$ cat config.mk
export PLATFORM = sky130hd
export DESIGN_NAME = enco_sched
export DESIGN_NICKNAME = d
export VERILOG_FILES = /design/src/rtl/enco_sched.sv
export SDC_FILE = /design/constraint.sdc
export NUM_CORES = 1
export LEC_CHECK = 0
export ABC_AREA = 1
export CORE_MARGIN = 2
export CORE_UTILIZATION = 35
export CTS_CLUSTER_SIZE = 14
export DETAILED_ROUTE_END_ITERATION = 6
export SLEW_MARGIN = 20
export SYNTH_ARGS = -nofsm -noshare
export SYNTH_HDL_FRONTEND = slang
export SYNTH_SLANG_ARGS = --single-unit
$ cat constraint.sdc
create_clock -name clk1 -period 2.8 [get_ports clk1]
set_clock_uncertainty 0.05 [all_clocks]
set_input_delay 0.56 -clock clk1 [delete_from_list [all_inputs] [get_ports clk1]]
set_output_delay 0.56 -clock clk1 [all_outputs]
set_load 0.01 [all_outputs]
$ cat src/rtl/enco_sched.sv
// Round-robin encoder-pulse counter: one shared counter measures rising edges of one channel per window.
// Optional ENCO_SCHED_ZEROHOLD_EN: a zero, non-saturated window reports that channel's last nonzero result.
module enco_sched #(
    parameter int NCH        = 4,
    parameter int CNT_W      = 8,
    parameter int WIN_CYCLES = 131072
) (
    input  logic             clk1,
    input  logic             rst_n,
    input  logic [NCH-1:0]   enco,
    input  logic             start,
    input  logic [NCH-1:0]   ch_mask,
    output logic [CNT_W-1:0] b,
    output logic [2:0]       b_ch,
    output logic             b_ovf,
    output logic             b_valid,
    input  logic             b_ready,
    output logic             busy
);

    localparam int PW = $clog2(NCH);
    localparam int TW = $clog2(WIN_CYCLES);

    typedef enum logic [2:0] {
        S_IDLE,
        S_SELECT,
        S_ARM,
        S_COUNT,
        S_REPORT
    } state_t;

    state_t            state_q, state_d;
    logic [TW-1:0]     tmr_q, tmr_d;
    logic [CNT_W-1:0]  cnt_q, cnt_d;
    logic              ovf_q, ovf_d;
    logic [PW-1:0]     ptr_q, ptr_d;
    logic [CNT_W-1:0]  b_q, b_d;
    logic [2:0]        b_ch_q, b_ch_d;
    logic              b_ovf_q, b_ovf_d;
    logic              b_valid_q, b_valid_d;

    logic [NCH-1:0]    sync1_q, sync2_q, prev_q, rise_q;

    logic [PW-1:0]     pick;
    logic              pick_ok;
    logic [CNT_W-1:0]  cnt_nx, rep_cnt;
    logic              ovf_nx;
    logic              win_last;

    // Two synchronizer flops, then edge detect; a pin rise shows on rise_q three edges later.
    always_ff @(posedge clk1) begin
        if (!rst_n) begin
            sync1_q <= '0;
            sync2_q <= '0;
            prev_q  <= '0;
            rise_q  <= '0;
        end else begin
            sync1_q <= enco;
            sync2_q <= sync1_q;
            prev_q  <= sync2_q;
            rise_q  <= sync2_q & ~prev_q;
        end
    end

    // Round-robin search upward from ptr_q+1; descending loop leaves the nearest hit in pick.
    always_comb begin
        int          tmp;
        logic [PW-1:0] idx;
        // NOTE: every combinational output gets a default first so no path leaves it unassigned (no latch).
        pick    = '0;
        pick_ok = 1'b0;
        tmp     = 0;
        idx     = '0;
        for (int k = NCH; k >= 1; k--) begin
            tmp = int'(ptr_q) + k;
            if (tmp >= NCH) tmp = tmp - NCH;
            idx = PW'(tmp);
            if (ch_mask[idx]) begin
                pick    = idx;
                pick_ok = 1'b1;
            end
        end
    end

    always_comb begin
        cnt_nx = cnt_q;
        ovf_nx = ovf_q;
        if (rise_q[ptr_q]) begin
            if (&cnt_q) ovf_nx = 1'b1;
            else        cnt_nx = cnt_q + CNT_W'(1);
        end
    end

    assign win_last = (state_q == S_COUNT) && (tmr_q == TW'(WIN_CYCLES - 1));

`ifdef ENCO_SCHED_ZEROHOLD_EN
    logic [CNT_W-1:0] hold_q [NCH];

    // NOTE: the hold registers are reset because a zero window right after reset must report 0, not stale data.
    always_ff @(posedge clk1) begin
        if (!rst_n) begin
            for (int i = 0; i < NCH; i++) hold_q[i] <= '0;
        end else if (win_last && (cnt_nx != '0)) begin
            hold_q[ptr_q] <= cnt_nx;
        end
    end

    assign rep_cnt = ((cnt_nx == '0) && !ovf_nx) ? hold_q[ptr_q] : cnt_nx;
`else
    assign rep_cnt = cnt_nx;
`endif

    always_ff @(posedge clk1) begin
        if (!rst_n) begin
            state_q   <= S_IDLE;
            tmr_q     <= '0;
            cnt_q     <= '0;
            ovf_q     <= 1'b0;
            ptr_q     <= PW'(NCH - 1);
            b_q       <= '0;
            b_ch_q    <= '0;
            b_ovf_q   <= 1'b0;
            b_valid_q <= 1'b0;
        end else begin
            // NOTE: state registers use non-blocking assignment so every flop samples pre-edge values.
            state_q   <= state_d;
            tmr_q     <= tmr_d;
            cnt_q     <= cnt_d;
            ovf_q     <= ovf_d;
            ptr_q     <= ptr_d;
            b_q       <= b_d;
            b_ch_q    <= b_ch_d;
            b_ovf_q   <= b_ovf_d;
            b_valid_q <= b_valid_d;
        end
    end

    always_comb begin
        state_d   = state_q;
        tmr_d     = tmr_q;
        cnt_d     = cnt_q;
        ovf_d     = ovf_q;
        ptr_d     = ptr_q;
        b_d       = b_q;
        b_ch_d    = b_ch_q;
        b_ovf_d   = b_ovf_q;
        b_valid_d = b_valid_q;
        unique case (state_q)
            S_IDLE: begin
                if (start && (ch_mask != '0)) state_d = S_SELECT;
            end
            S_SELECT: begin
                if (pick_ok) begin
                    ptr_d   = pick;
                    tmr_d   = '0;
                    state_d = S_ARM;
                end else begin
                    state_d = S_IDLE;
                end
            end
            S_ARM: begin
                // Mux just switched: edges seen here belong to the flush, not the window.
                cnt_d = '0;
                ovf_d = 1'b0;
                if (tmr_q == TW'(2)) begin
                    tmr_d   = '0;
                    state_d = S_COUNT;
                end else begin
                    tmr_d = tmr_q + TW'(1);
                end
            end
            S_COUNT: begin
                cnt_d = cnt_nx;
                ovf_d = ovf_nx;
                if (win_last) begin
                    b_d       = rep_cnt;
                    b_ch_d    = 3'(ptr_q);
                    b_ovf_d   = ovf_nx;
                    b_valid_d = 1'b1;
                    state_d   = S_REPORT;
                end else begin
                    tmr_d = tmr_q + TW'(1);
                end
            end
            S_REPORT: begin
                if (b_valid_q && b_ready) begin
                    b_valid_d = 1'b0;
                    state_d   = start ? S_SELECT : S_IDLE;
                end
            end
            default: state_d = S_IDLE;
        endcase
    end

    assign b       = b_q;
    assign b_ch    = b_ch_q;
    assign b_ovf   = b_ovf_q;
    assign b_valid = b_valid_q;
    assign busy    = (state_q != S_IDLE);

endmodule

* Word-level counts from Yosys, hierarchy flattened
Index checks and enable logic that the tools add are counted.
Word-level totals: flip-flop bits (word level) 59, output and inout bits 14, latch bits 0, memory bits (writable) 0, memories 0, memory bits (read-only) 0
Operators by class: equality and inequality tests 12, div/mod/pow operators 0, magnitude comparators 9, reduce and logical (&&, ||, !) cells 15, mux-type cells 42, $add $sub $neg 10, $mul 0, bitwise gates (word level) 2, shift-type cells 0
Operators by type and width (number):
- 17-bit 2-to-1 mux | 3
- 17-bit case mux with 3 select lines | 1
- 2-bit 2-to-1 mux | 9
- 17-bit by 1-bit adder with 17-bit output, second input constant | 1
- 17-bit equality test, second input constant | 1
- 17-bit by 2-bit equality test with 1-bit output, second input constant | 1
- 8-bit 2-to-1 mux | 2
- 8-bit case mux with 2 select lines | 1
- 2-bit by 3-bit less-than comparator with 1-bit output, second input constant | 5
- 3-bit case mux with 5 select lines | 1
- 1-bit 2-to-1 mux | 14
- 3-bit 2-to-1 mux | 4
- 2-bit inequality test, second input constant | 6
- 1-bit binary-select mux with 2-bit select | 5
- 3-bit greater-or-equal comparator, second input constant | 3
- 8-bit by 1-bit adder with 8-bit output, second input constant | 1
- 8-bit AND reduction | 1
- 2-bit by 1-bit subtractor with 2-bit output, second input constant | 4
- 2-bit by 2-bit adder with 3-bit output, second input constant | 2
- 3-bit by 2-bit equality test with 1-bit output, second input constant | 2
- 3-bit AND reduction | 2
- 3-bit nonzero test | 2
- 2-bit by 3-bit adder with 4-bit output, second input constant | 1
- 4-bit bitwise AND | 1
- 12 further kinds | 17

* Longest topological paths before layout
word-level depth 11, gate-level depth with buffers 15, depth with buffers taken out 15

* Worst setup path before layout
No wires, ideal clock.
path kind register to register, start register tmr_q[1], end register tmr_q[7], data required time 2681 ps, setup slack 692 ps, stages on the path, launching flop included 16, path buffers 1, arrival 1989 ps, clock period less this slack 2108 ps, cells stage by stage dfxtp_1 ha_1 nand2_1 nor2_1 nand3_1 nor2_1 nand3_1 nor2_1 ha_1 nand2_4 o21ai_2 nor2_4 inv_2 buf_6 nand2_2 a21oi_2
On the way: word-level cells in the longest chain between the ends 4, elaborated cells between the ends (all ways) 9, classes of those cells add/sub: 1; eq/ne: 3; mux: 3; reduce/logical: 2
Ends and longest elaborated chain:
- start, declared | RTL line 33 | logic [TW-1:0] tmr_q, tmr_d;
- start signal, assigned | RTL line 127 | tmr_q <= tmr_d;
- parallel branches: the longest is 4 deep, another holds 17-bit by 1-bit adder with 17-bit output
Several ways; the timed one is not identified. The select of a mux whose other input is x is not followed. A chain may end at the register's enable or synchronous reset.

* Worst setup path in the final report
start register tmr_q[1], end register tmr_q[4]
Same word-level chain as after synthesis.

==> reports/metrics.yaml <==
global_routing:
  antenna_found_initial: 0
  grt.overflow.total: 0
  grt_max_degree: 37
  grtUsageTotal: 0.145
  grt_pass1_wl_mm: 11.5
  grt_pass1_vias: 2599
clock_tree:
  clock_sinks: 59
  clockBufferDepth: 2
  worstSkewPairLatency_ns: 0.33
  cts_buffers: 9
  postCtsSetupBuffers: 0
  tritoncts: "done"
  cts.htree.levels: 3
  clk_pin_slew_ns: 0.07
  root_buffer: "clkbuf_8"
pwr:
  clockPowerShare: 0.313
  p_int_mw: 1.56
  p_per_area_mw_per_mm2: 670
  power.switching_uw: 877
  combPwrFrac: 0.279
  ir_worst_vdd_v: 0.000287
  pwr-share-seq: 0.407
  switching_share: 0.359
  power_leakage_nw: 1.70
placement:
  hpwl_mm: 4.66
  place.gp.congestion: 0.870
  post-place-ws_ns: 0.333
  io_buffers: 24
  dp.cells: 608
yosys:
  ys_types: 35
  yosys.area_share.adder: 0.0158
  synthCells: 489
  synth_simple_gate_area_frac: 0.353
  syn_avg_cell_area_um2: 6.47
  synth.top_cell.area_share: 0.373
  yosys_warnings: 0
  synth.area.mux_share: 0
  synthesis.area_mm2: 0.00317
  synth-compound-area-share: 0.134
  yosys-top-cells-area: "dfxtp_1, nand2_1, inv_1"
  synth_nets: 505
  ys_seq_elements: 59
  ys_seq_area_frac: 0.373
  yosysTopAreaCell: "dfxtp_1"
  synth_top_family_by_area: "simple AND/OR/NAND/NOR gates"
  synth-xor-area-share: 0.00830
floorplan:
  start_util: 0.361
  row_count: 34
  die_w_um: 99.1
  die_h_um: 99.1
  dieArea_mm2: 0.00982
  coreArea_mm2: 0.00876
  ios: 26
worst_setup_path:
  rr_worst_depth: 14
  path_delay_family: "simple AND/OR/NAND/NOR gates"
  critical_path_buf_inv_count: 1
  cp_data_arrival_time_ns: 2.64
  critPathCaptureType: "flop"
  cp_max_fo: 18
  worstPathRequired_ns: 3.00
  path_cells: "ha_1 > nand2_1 > nor2_2 > nand3_1 > nor2_1 > nand3_1 > nor2_1 > ha_1 > nand2_4 > o21ai_2 > nor2_4 > inv_2 > nand2_1 > a21oi_1"
  cp_slowest_stage_delay_ns: 0.39
  worst-path-stages: 14
  startpoint_type: "flop"
  cp_slowest_cell: "dfxtp_1"
  crit_type: "flop to flop"
cells_and_area:
  area_growth_pct: 15.2
  drive_gt1_frac: 0.0814
  final_common_cell: "nand2_1"
  final_nets: 527
  stdcell_count: 624
  final_cell_mix: "nand2_1, inv_1, dfxtp_1"
  antennaDiodeCount: 0
timing:
  tns_ns: 0
  worst_slew_pin_slew_ns: 0.619
  max_freq_mhz: 409
  fin_crit_sh: 0.874
  setup_ws_ns: 0.354
  period_minus_slack_ns: 2.45
  setup_viol: 0
  slew-limit-headroom: 0.585
  finalHoldViolCount: 0
  maxSlewViolCount: 0
  grt_setup_unrepaired: "false"
worst_hold_path:
  hold_path_class: "flop to flop"
  hold_path_depth: 1
routing:
  drt_iter0_drc: 156
  first_pass_iters: 4
  vias: 2900
  wl_per_cell_um: 10.8
  routed_wl_mm: 6.72
  vias_per_cell: 4.65
  ant_nets: 0
  route.detailed.drc: 0
outcome:
  status: "finished clean"
job:
  drv_cap: 0
-- final cells by class --
cell class	count	area [um^2]
sequential	59	1180
tap	108	135
fill	924	5120
multi-input combinational	347	1630
inverter	68	255
clock inverter	5	52.6
timing repair buffer	26	255
clock buffer	11	141
-- per-layer routing --
metal | GRT usage | share of wire | vias up
met4 | 0.0622 | 0.012 | 0
met2 | 0.234 | 0.48 | 39
met3 | 0.0408 | 0.029 | 6
li1 | - | - | 1561
met1 | 0.181 | 0.48 | 1294
met5 | 0 | 0 | -
-- metrics by stage --
stage | hold WS [ns] | util | power [mW] | cell area (um^2)
after global routing | 0.339 | 0.416 | 2.63 | 3650
after detailed placement | 0.326 | 0.394 | 1.69 | 3450
after floorplan | 0.318 | - | 1.59 | 3170
after CTS | 0.329 | 0.416 | 2.47 | 3640
final | 0.328 | 0.416 | 2.44 | 3650
after global placement | 0.322 | 0.394 | 1.68 | 3450
-- synthesized netlist by cell type (all sizes together) --
| library cell | n |
|---|---|
| a21o | 3 |
| a21oi | 36 |
| buf | 12 |
| clkbuf | 3 |
| clkinv | 1 |
| conb | 1 |
| dfxtp | 59 |
| ha | 4 |
| inv | 67 |
| nand2 | 170 |
| nand3 | 35 |
| nand3b | 1 |
| nand4 | 2 |
| nor2 | 51 |
| nor3 | 3 |
| nor3b | 1 |
| o21ai | 26 |
| o21bai | 8 |
| o22ai | 1 |
| or2 | 2 |
| xnor2 | 1 |
| xor2 | 2 |
-- worst paths after layout --
check,start,endpoint,slack (ns)
worst max-delay path,tmr_q[1],tmr_q[4],0.35
worst min-delay path,prev_q[0],rise_q[0],0.33
worst max register to register,tmr_q[1],tmr_q[4],0.35
worst min register to register,prev_q[0],rise_q[0],0.33
-- worst reg2reg max path, stage by stage, from the launching register on --
cell	delay, ns
dfxtp_1	0.39
ha_1	0.19
nand2_1	0.08
nor2_2	0.18
nand3_1	0.14
nor2_1	0.15
nand3_1	0.11
nor2_1	0.11
ha_1	0.21
nand2_4	0.12
o21ai_2	0.12
nor2_4	0.11
inv_2	0.21
nand2_1	0.08
a21oi_1	0.14
-- logic make-up (layout without fill, tap and decap cells) --
group	Yosys count	count (layout)
xor+xnor	3	3
buf+inv	83	110
fa+ha+maj	4	4
compound gates	74	74
flops	59	59
simple gates	265	265
other cells	1	1
-- state kept, by name, indices dropped and copies added (netlist names) --
name,count
sync2_q,4
state_q,3
b_ovf,1
cnt_q,8
ptr_q,2
ovf_q,1
rise_q,4
b_ch,2
b_valid,1
sync1_q,4
tmr_q,17
b,8
prev_q,4
-- power groups by stage --
stage	sequential [mW]	combinational (mW)	clock (mW)
global route	1.01	0.794	0.832
finish	0.994	0.682	0.765
CTS	0.993	0.683	0.796
global placement	1.01	0.670	0
detailed placement	1.01	0.681	0
floorplan	0.980	0.607	0
-- what timing repair did --
item,4_1_cts,5_1_grt
resized for setup,0,1
setup endpoints to repair,0,14
hold buffers,0,0
No activity file was read; power rests on OpenSTA's default activity.
